<file path="src/rtl/fifo_arb_pkg.sv">
// Shared constants and width helper for the main_fifo write arbiter.
// Feature macro used by the top: FIFO_WR_ARB_PRIO_EN.
package fifo_arb_pkg;

  localparam int DEF_NUM_REQ    = 4;
  localparam int DEF_DATA_WIDTH = 4;
  localparam int DEF_DATA_SIZE  = 8;

  // Bits needed to index 0..n-1, never less than one.
  function automatic int get_width(input int n);
    int w;
    w = 1;
    while ((1 << w) < n) w++;
    return w;
  endfunction

endpackage

</file>
<file path="src/rtl/fifo_wr_arbiter_rr_pick.sv">
// Combinational round-robin picker: first eligible index after rr_ptr.
// Wraps modulo N; valid is low when nothing is eligible.
module rr_pick
  import fifo_arb_pkg::*;
#(
  parameter int N  = DEF_NUM_REQ,
  parameter int PW = get_width(N)
) (
  input  logic [N-1:0]  elig,
  input  logic [PW-1:0] rr_ptr,
  output logic          valid,
  output logic [PW-1:0] idx,
  output logic [N-1:0]  onehot
);

  logic [PW-1:0] j;

  always_comb begin
    valid  = 1'b0;
    idx    = '0;
    onehot = '0;
    j      = '0;
    for (int k = 1; k <= N; k++) begin
      j = PW'((int'(rr_ptr) + k) % N);
      if (!valid && elig[j]) begin
        valid     = 1'b1;
        idx       = j;
        onehot[j] = 1'b1;
      end
    end
  end

endmodule

</file>
<file path="src/rtl/fifo_wr_arbiter.sv">
// Round-robin write-port arbiter with shadow occupancy for main_fifo.
// Define FIFO_WR_ARB_PRIO_EN to make requester 0 fixed top priority.
module fifo_wr_arbiter
  import fifo_arb_pkg::*;
#(
  parameter int NUM_REQ    = DEF_NUM_REQ,
  parameter int DATA_WIDTH = DEF_DATA_WIDTH,
  parameter int DATA_SIZE  = DEF_DATA_SIZE,
  localparam int DATA_SIZE_WIDTH = get_width(DATA_SIZE),
  localparam int OW = DATA_SIZE_WIDTH + 1
) (
  input  logic                          clk,
  input  logic                          rst,
  input  logic [NUM_REQ-1:0]            req,
  input  logic [NUM_REQ*DATA_WIDTH-1:0] req_data,
  output logic [NUM_REQ-1:0]            gnt,
  input  logic                          fifo_full,
  input  logic                          fifo_en_read,
  output logic                          fifo_en_write,
  output logic [DATA_WIDTH-1:0]         fifo_in,
  output logic [OW-1:0]                 occ
);

  localparam int PW = get_width(NUM_REQ);

  logic [PW-1:0]      rr_ptr;
  logic [NUM_REQ-1:0] elig;
  logic [NUM_REQ-1:0] elig_rr;
  logic               win0;
  logic               pick_valid;
  logic [PW-1:0]      pick_idx;
  logic [NUM_REQ-1:0] pick_oh;
  logic               rd_fire;
  logic [OW-1:0]      occ_next;
  logic               issue;
  logic [PW-1:0]      win_idx;
  logic [NUM_REQ-1:0] win_oh;
  logic               ptr_upd;

  // Last cycle's winner sits out one cycle.
  assign elig = req & ~gnt;

`ifdef FIFO_WR_ARB_PRIO_EN
  assign win0    = elig[0];
  assign elig_rr = elig & ~NUM_REQ'(1);
`else
  assign win0    = 1'b0;
  assign elig_rr = elig;
`endif

  rr_pick #(
    .N  (NUM_REQ),
    .PW (PW)
  ) u_pick (
    .elig   (elig_rr),
    .rr_ptr (rr_ptr),
    .valid  (pick_valid),
    .idx    (pick_idx),
    .onehot (pick_oh)
  );

  assign rd_fire  = fifo_en_read & (occ != '0);
  assign occ_next = occ + OW'(fifo_en_write) - OW'(rd_fire);

  always_comb begin
    win_idx = pick_idx;
    win_oh  = pick_oh;
    ptr_upd = 1'b1;
    if (win0) begin
      win_idx = '0;
      win_oh  = NUM_REQ'(1);
      ptr_upd = 1'b0;
    end
    issue = (win0 | pick_valid)
          & (occ_next < OW'(DATA_SIZE))
          & ~fifo_full;
  end

  always_ff @(posedge clk) begin
    if (rst) begin
      gnt           <= '0;
      fifo_en_write <= 1'b0;
      fifo_in       <= '0;
      occ           <= '0;
      rr_ptr        <= PW'(NUM_REQ - 1);
    end else begin
      occ <= occ_next;
      if (issue) begin
        gnt           <= win_oh;
        fifo_en_write <= 1'b1;
        fifo_in       <= req_data[win_idx*DATA_WIDTH +: DATA_WIDTH];
        if (ptr_upd) rr_ptr <= win_idx;
      end else begin
        gnt           <= '0;
        fifo_en_write <= 1'b0;
      end
    end
  end

endmodule

</file>
<file path="config.mk">
export PLATFORM = sky130hd
export DESIGN_NAME = fifo_wr_arbiter
export DESIGN_NICKNAME = d
export VERILOG_FILES = /design/src/rtl/fifo_arb_pkg.sv /design/src/rtl/fifo_wr_arbiter_rr_pick.sv /design/src/rtl/fifo_wr_arbiter.sv
export SDC_FILE = /design/constraint.sdc
export NUM_CORES = 1
export LEC_CHECK = 0
export BUFFER_PORTS_ARGS = -buffer_cell sky130_fd_sc_hd__buf_2
export CAP_MARGIN = 20
export CORE_ASPECT_RATIO = 0.7
export CORE_MARGIN = 2
export CORE_UTILIZATION = 50
export DETAILED_ROUTE_END_ITERATION = 16
export HOLD_SLACK_MARGIN = 0.02
export PLACE_DENSITY_LB_ADDON = 0.2
export SLEW_MARGIN = 10
export SYNTH_ARGS = -nofsm -noshare
export SYNTH_HDL_FRONTEND = slang
export SYNTH_SLANG_ARGS = --single-unit
</file>
<file path="constraint.sdc">
create_clock -name clk -period 3 [get_ports clk]
set_clock_uncertainty 0.15 [all_clocks]
set_input_delay 0.3 -clock clk [delete_from_list [all_inputs] [get_ports clk]]
set_output_delay 0.3 -clock clk [all_outputs]
set_load 0.01 [all_outputs]
</file>
### Yosys cells after proc, flatten, opt, wreduce, memory -nomap -nowiden

Cells that the tools add are included.

| word-level totals | value |
|---|---|
| input port bits | 24 |
| output and inout port bits | 13 |
| logic and storage cells | 72 |
| flip-flop bits (word level) | 15 |

| cells by class | value |
|---|---|
| shift operators | 1 |
| add/sub/neg operators | 6 |
| reduce and logical (&&, ||, !) cells | 12 |
| multiplexer cells | 29 |
| bitwise logic cells | 10 |
| order comparisons | 9 |

Operator list:

| cell | count |
|---|---|
| $mux W4 | 4 |
| $shiftx A16 B5 Y4 | 1 |
| $mux W1 | 13 |
| $lt A2 B3 Y1 const B | 4 |
| $or A4 B4 Y4 | 3 |
| $bmux W1 S2 | 4 |
| $demux W1 S2 | 4 |
| $ge A2 B1 Y1 const B | 4 |
| $mux W2 | 4 |
| $logic_and A1 B1 Y1 | 7 |
| $add A2 B1 Y2 const B | 2 |
| $add A2 B2 Y2 const B | 2 |
| $add A4 B1 Y4 | 1 |
| $and A4 B4 Y4 | 1 |
| $lt A4 B4 Y1 const B | 1 |
| $not A4 Y4 | 1 |
| $reduce_bool A4 Y1 | 1 |
| $sub A4 B1 Y4 | 1 |
| $and A1 B1 Y1 | 3 |
| $logic_not A1 Y1 | 3 |
| $not A1 Y1 | 2 |
| $reduce_or A2 Y1 | 1 |

### Longest topological paths before layout

| logic depth | value |
|---|---|
| depth after elaboration | 18 |
| depth in mapped cells | 13 |

### Cells and area by module

A second synthesis with hierarchy kept.

| unflattened totals | value |
|---|---|
| cell total of the unflattened synthesis | 162 |
| area, all modules | 1453.9 µm² |

Modules (own cells, without submodules):

| module | area each (µm²) | cells each | seq. area each (µm²) | times used |
|---|---|---|---|---|
| fifo_wr_arbiter | 822.0 | 77 | 300.3 | 1 |
| rr_pick | 631.9 | 85 | 0.0 | 1 |

### Worst setup path before layout

OpenSTA, ideal clock, no wires.

| path | value |
|---|---|
| path type | flip-flop to flip-flop |
| start point | register occ[2] |
| end point | register fifo_in[0] |
| buffers on the path | 1 |
| cell stages (with the launch flop) | 14 |
| slack | 0.335 ns |
| data arrival time | 2.422 ns |
| setup time | 0.092 ns |
| path through | dfxtp_1 -> inv_1 -> ha_1 -> a31oi_1 -> ha_1 -> inv_1 -> ha_1 -> a21o_1 -> a21oi_1 -> xnor2_1 -> nand2_1 -> or2_1 -> buf_2 -> o32ai_1 |

| on the way | value |
|---|---|
| cells in the longest elaborated chain, start to end | 6 |
| elaborated cells on any way between the ends | 7 |
| those cells by class | add/sub (2); order compare (1); bitwise (3); reduce/logical (1) |

Ends and longest elaborated chain:

| element | RTL line | RTL |
|---|---|---|
| from (decl) | fifo_wr_arbiter.sv:21 | `output logic [OW-1:0] occ` |
| from (signal assigned) | fifo_wr_arbiter.sv:87 | `occ <= occ_next;` |
| branches (longest 2 deep; another with $add A4 B1 Y4) | - |  |
| $sub A4 B1 Y4 * | fifo_wr_arbiter.sv:63 | `assign occ_next = occ + OW'(fifo_en_write) - OW'(rd_fire);` |
| $lt A4 B4 Y1 * | fifo_wr_arbiter.sv:75 | `& (occ_next < OW'(DATA_SIZE))` |
| $and A1 B1 Y1 * | fifo_wr_arbiter.sv:75 |  |
| $and A1 B1 Y1 * | fifo_wr_arbiter.sv:76 | `& ~fifo_full;` |
| to (signal assigned) | fifo_wr_arbiter.sv:91 | `fifo_in <= req_data[win_idx*DATA_WIDTH +: DATA_WIDTH];` |
| to (decl) | fifo_wr_arbiter.sv:20 | `output logic [DATA_WIDTH-1:0] fifo_in,` |

Every way passes the cells marked *.
A chain may end at the register's enable or synchronous reset.

### Worst setup path in the final report

| path | value |
|---|---|
| start point | register occ[2] |
| end point | register fifo_in[2] |

The elaborated chain is that of the path after synthesis.

==> results.ini <==
[run_status]
outcome = finished, final reports clean

[logic_synthesis]
netlist_top_cells_area = dfxtp_1 24%, ha_1 8.8%, inv_1 4.7%
synth_flop_cell = dfxtp_1
ys.warnings.count = 0
synth_nets = 182
synth-async-reset-ratio = 0
ys_ff_latch = 15
ys_seq_area_frac = 0.236
avgSynthCellArea_um2 = 8.61
synth_edf_count = 0
yosysUniqueCellTypes = 47
yosysTopAreaCellShare = 0.236
synth_area_um2 = 1270
synth_top_area_cell = dfxtp_1
syn_inst = 148

[final_layout]
stdcell_count = 220
layout_common_cells = 36 x buf_2, 16 x inv_1, 15 x dfxtp_1
multi_input_area_um2 = 872
drive_above_1_share = 0.312
nets = 221
seqCellArea_um2 = 300
area_growth_pct = 18.6
layout_commonest_cell = buf_2
n_antenna_cell = 0
fillers = 225

[worst_setup_path]
crit_path_cell_trace = inv_1, ha_1, a31oi_1, ha_1, inv_1, ha_1, a21o_1, a21oi_1, xnor2_1, nand2_2, or2_4, o32ai_1
endpoint_kind = register
cp-startpoint = occ[2]$_SDFF_PP0_
crit_path_top_delay_cell = dfxtp_1
r2r_slack_ns = 0.23
r2r_end = fifo_in[2]$_SDFFE_PP0P_
crit_top_cell = ha_1
crit_type = register to register
worstPathArrival_ns = 2.79
timing.rr.start = occ[2]$_SDFF_PP0_
reg2reg_depth = 12
max_stage_delay_ns = 0.33
worstPathRequired_ns = 3.02
endpoint = fifo_in[2]$_SDFFE_PP0P_
critPathMaxFanout = 9
start_kind = register

[placement]
port_buffers = 36
dp_cells = 216
dpl.hpwl_um = 2500
place_congestion = 0.910

[clock_tree]
cts_hold_buf = 0
cts-root-buf = clkbuf_4
path_clk_slew_ns = 0.09
cts.sinks = 15
cts_resized = 0
cts_setup_buffers = 0
clock_latency_ns = 0.28
cts_tree = built
numCtsBuffers = 3
htree_levels = 1
clock_path_buffers = 2

[sta]
rsz0062_at_grt = no
slew_viol_final = 0
tns_ns = 0
finalSetupViolations = 0
layout_min_cycle_time_ns = 2.77
hold_viol_final = 0
fmax_mhz = 361
worstMarginPinSlew_ns = 0.579
min_period_over_period = 0.924
relSlewSlack = 0.611

[pwr]
irDropWorstVdd_v = 0.000429
switching_power_w = 0.000606
switching_share = 0.471
p_int_w = 0.000682
p_seq_frac = 0.230
comb_power_share = 0.685
powerDensity_nw_per_um2 = 852
p_clk_frac = 0.086
power_leakage_nw = 0.719

[routing]
drt-initial-drc-count = 92
drt-total-wl_um = 3040
vias = 1213
drt_first_pass_iters = 4
wl_per_cell_um = 13.8
drtAntennaViolNets = 0
drcViolationCount = 0
post_drt_via_cell_ratio = 5.51

[die]
ios = 37
fp-row-count = 15
die_h_um = 46.3
core_area_um2 = 2440
die_area_um2 = 2980
start_util = 0.523
dieWidth_um = 64.4

[global_routing]
overflow = 0
grt_pass1_vias = 1072
track_usage = 0.209
antenna_found_initial = 0
grt_pass1_wl_um = 4790
grt_max_degree = 14

[run]
maxCapViolations = 0

[worst_hold_path]
worstHoldPathType = input pin to register

-- per-stage QoR --
step	total power, W	hold slack (ns)	utilization	area [um^2]	setup WS, ns
final	0.00129	0.130	0.620	1510	0.228
after global routing	0.00140	0.138	0.620	1510	0.000666
after CTS	0.00128	0.117	0.618	1510	0.0979
after detailed placement	0.00116	0.299	0.607	1480	0.141
after global placement	0.00114	0.295	0.607	1480	0.349
after floorplan	0.000963	0.222	-	1270	0.335
-- flip-flops by register name, indices dropped and copies added (netlist names) --
name / cells
rr_ptr: 2
fifo_en_write: 1
fifo_in: 4
occ: 4
gnt: 4
-- metal layers --
layer / vias to the layer above / track usage / part of all wire
li1: 617 / - / -
met1: 560 / 0.305 / 0.54
met2: 34 / 0.327 / 0.41
met3: 2 / 0.0391 / 0.051
met4: 0 / 0.0383 / 0.0063
met5: - / 0 / 0
-- worst max-delay path, delay by kind of cell, from the launching register on --
family                     cells  cell delay [ns]
DFF                            1             0.33
and+or+nand+nor                2             0.43
xor gates and xnor gates       1             0.18
buffers and inverters          2             0.12
adders and majority gates      3             0.65
AOI/OAI and AO/OA              4             0.80
-- power by group through the flow --
| stage | combinational [W] | sequential [W] | clock [W] |
|---|---|---|---|
| floorplan | 0.000641 | 0.000322 | 0 |
| global placement | 0.000840 | 0.000298 | 0 |
| detailed placement | 0.000860 | 0.000301 | 0 |
| CTS | 0.000866 | 0.000296 | 0.000116 |
| global route | 0.000974 | 0.000304 | 0.000125 |
| finish | 0.000883 | 0.000296 | 0.000110 |
-- how the worst min path moves through the flow --
stage	depth (start not counted)	slack, ns	endpoint	startpoint
2_1_floorplan	1	0.22	occ[0]$_SDFF_PP0_	rst
3_3_place_gp	2	0.29	fifo_in[0]$_SDFFE_PP0P_	fifo_in[0]$_SDFFE_PP0P_
3_5_place_dp	2	0.30	fifo_in[1]$_SDFFE_PP0P_	fifo_in[1]$_SDFFE_PP0P_
4_1_cts	2	0.12	occ[2]$_SDFF_PP0_	rst
5_1_grt	2	0.14	occ[2]$_SDFF_PP0_	rst
6_report	2	0.13	occ[2]$_SDFF_PP0_	rst
-- cells by family (layout without fill, tap and decap cells) --
group                    count (synthesis)  count (layout)  synth area share
multiplexers                             3               3            0.0236
AND/OR/NAND/NOR                         48              48             0.235
buffers and inverters                   23              61            0.0844
flip-flops                              15              15             0.236
adder cells (fa/ha/maj)                 10              10             0.104
XOR/XNOR                                 2               2            0.0137
AO/OA/AOI/OAI                           47              47             0.304
-- cell usage after synthesis (2+ instances only) --
library cell,count
a211oi_1,4
a211o_1,3
buf_6,2
o21ai_1,2
nand2b_1,6
a222oi_1,4
ha_1,9
mux2i_1,3
nor2_2,2
inv_1,16
o32ai_1,4
and2b_1,2
nand2_1,12
nor2_1,6
inv_2,2
nand3b_1,2
nor4_1,2
a31oi_1,2
nor2b_1,3
a21boi_1,3
a21oi_1,8
xnor2_1,2
o211a_1,4
dfxtp_1,15
o21ai_0,4
buf_2,2
nor3_1,3
o31ai_1,2
-- final cells by class --
class                   count  area share
flip-flops and latches     15       0.199
clock buffers               3      0.0149
repair buffers             39       0.134
well taps                  34      0.0281
inverters                  18      0.0447
multi-input cells         110       0.577
clock inverters             1     0.00331
Power figures use the tool's default switching activity.
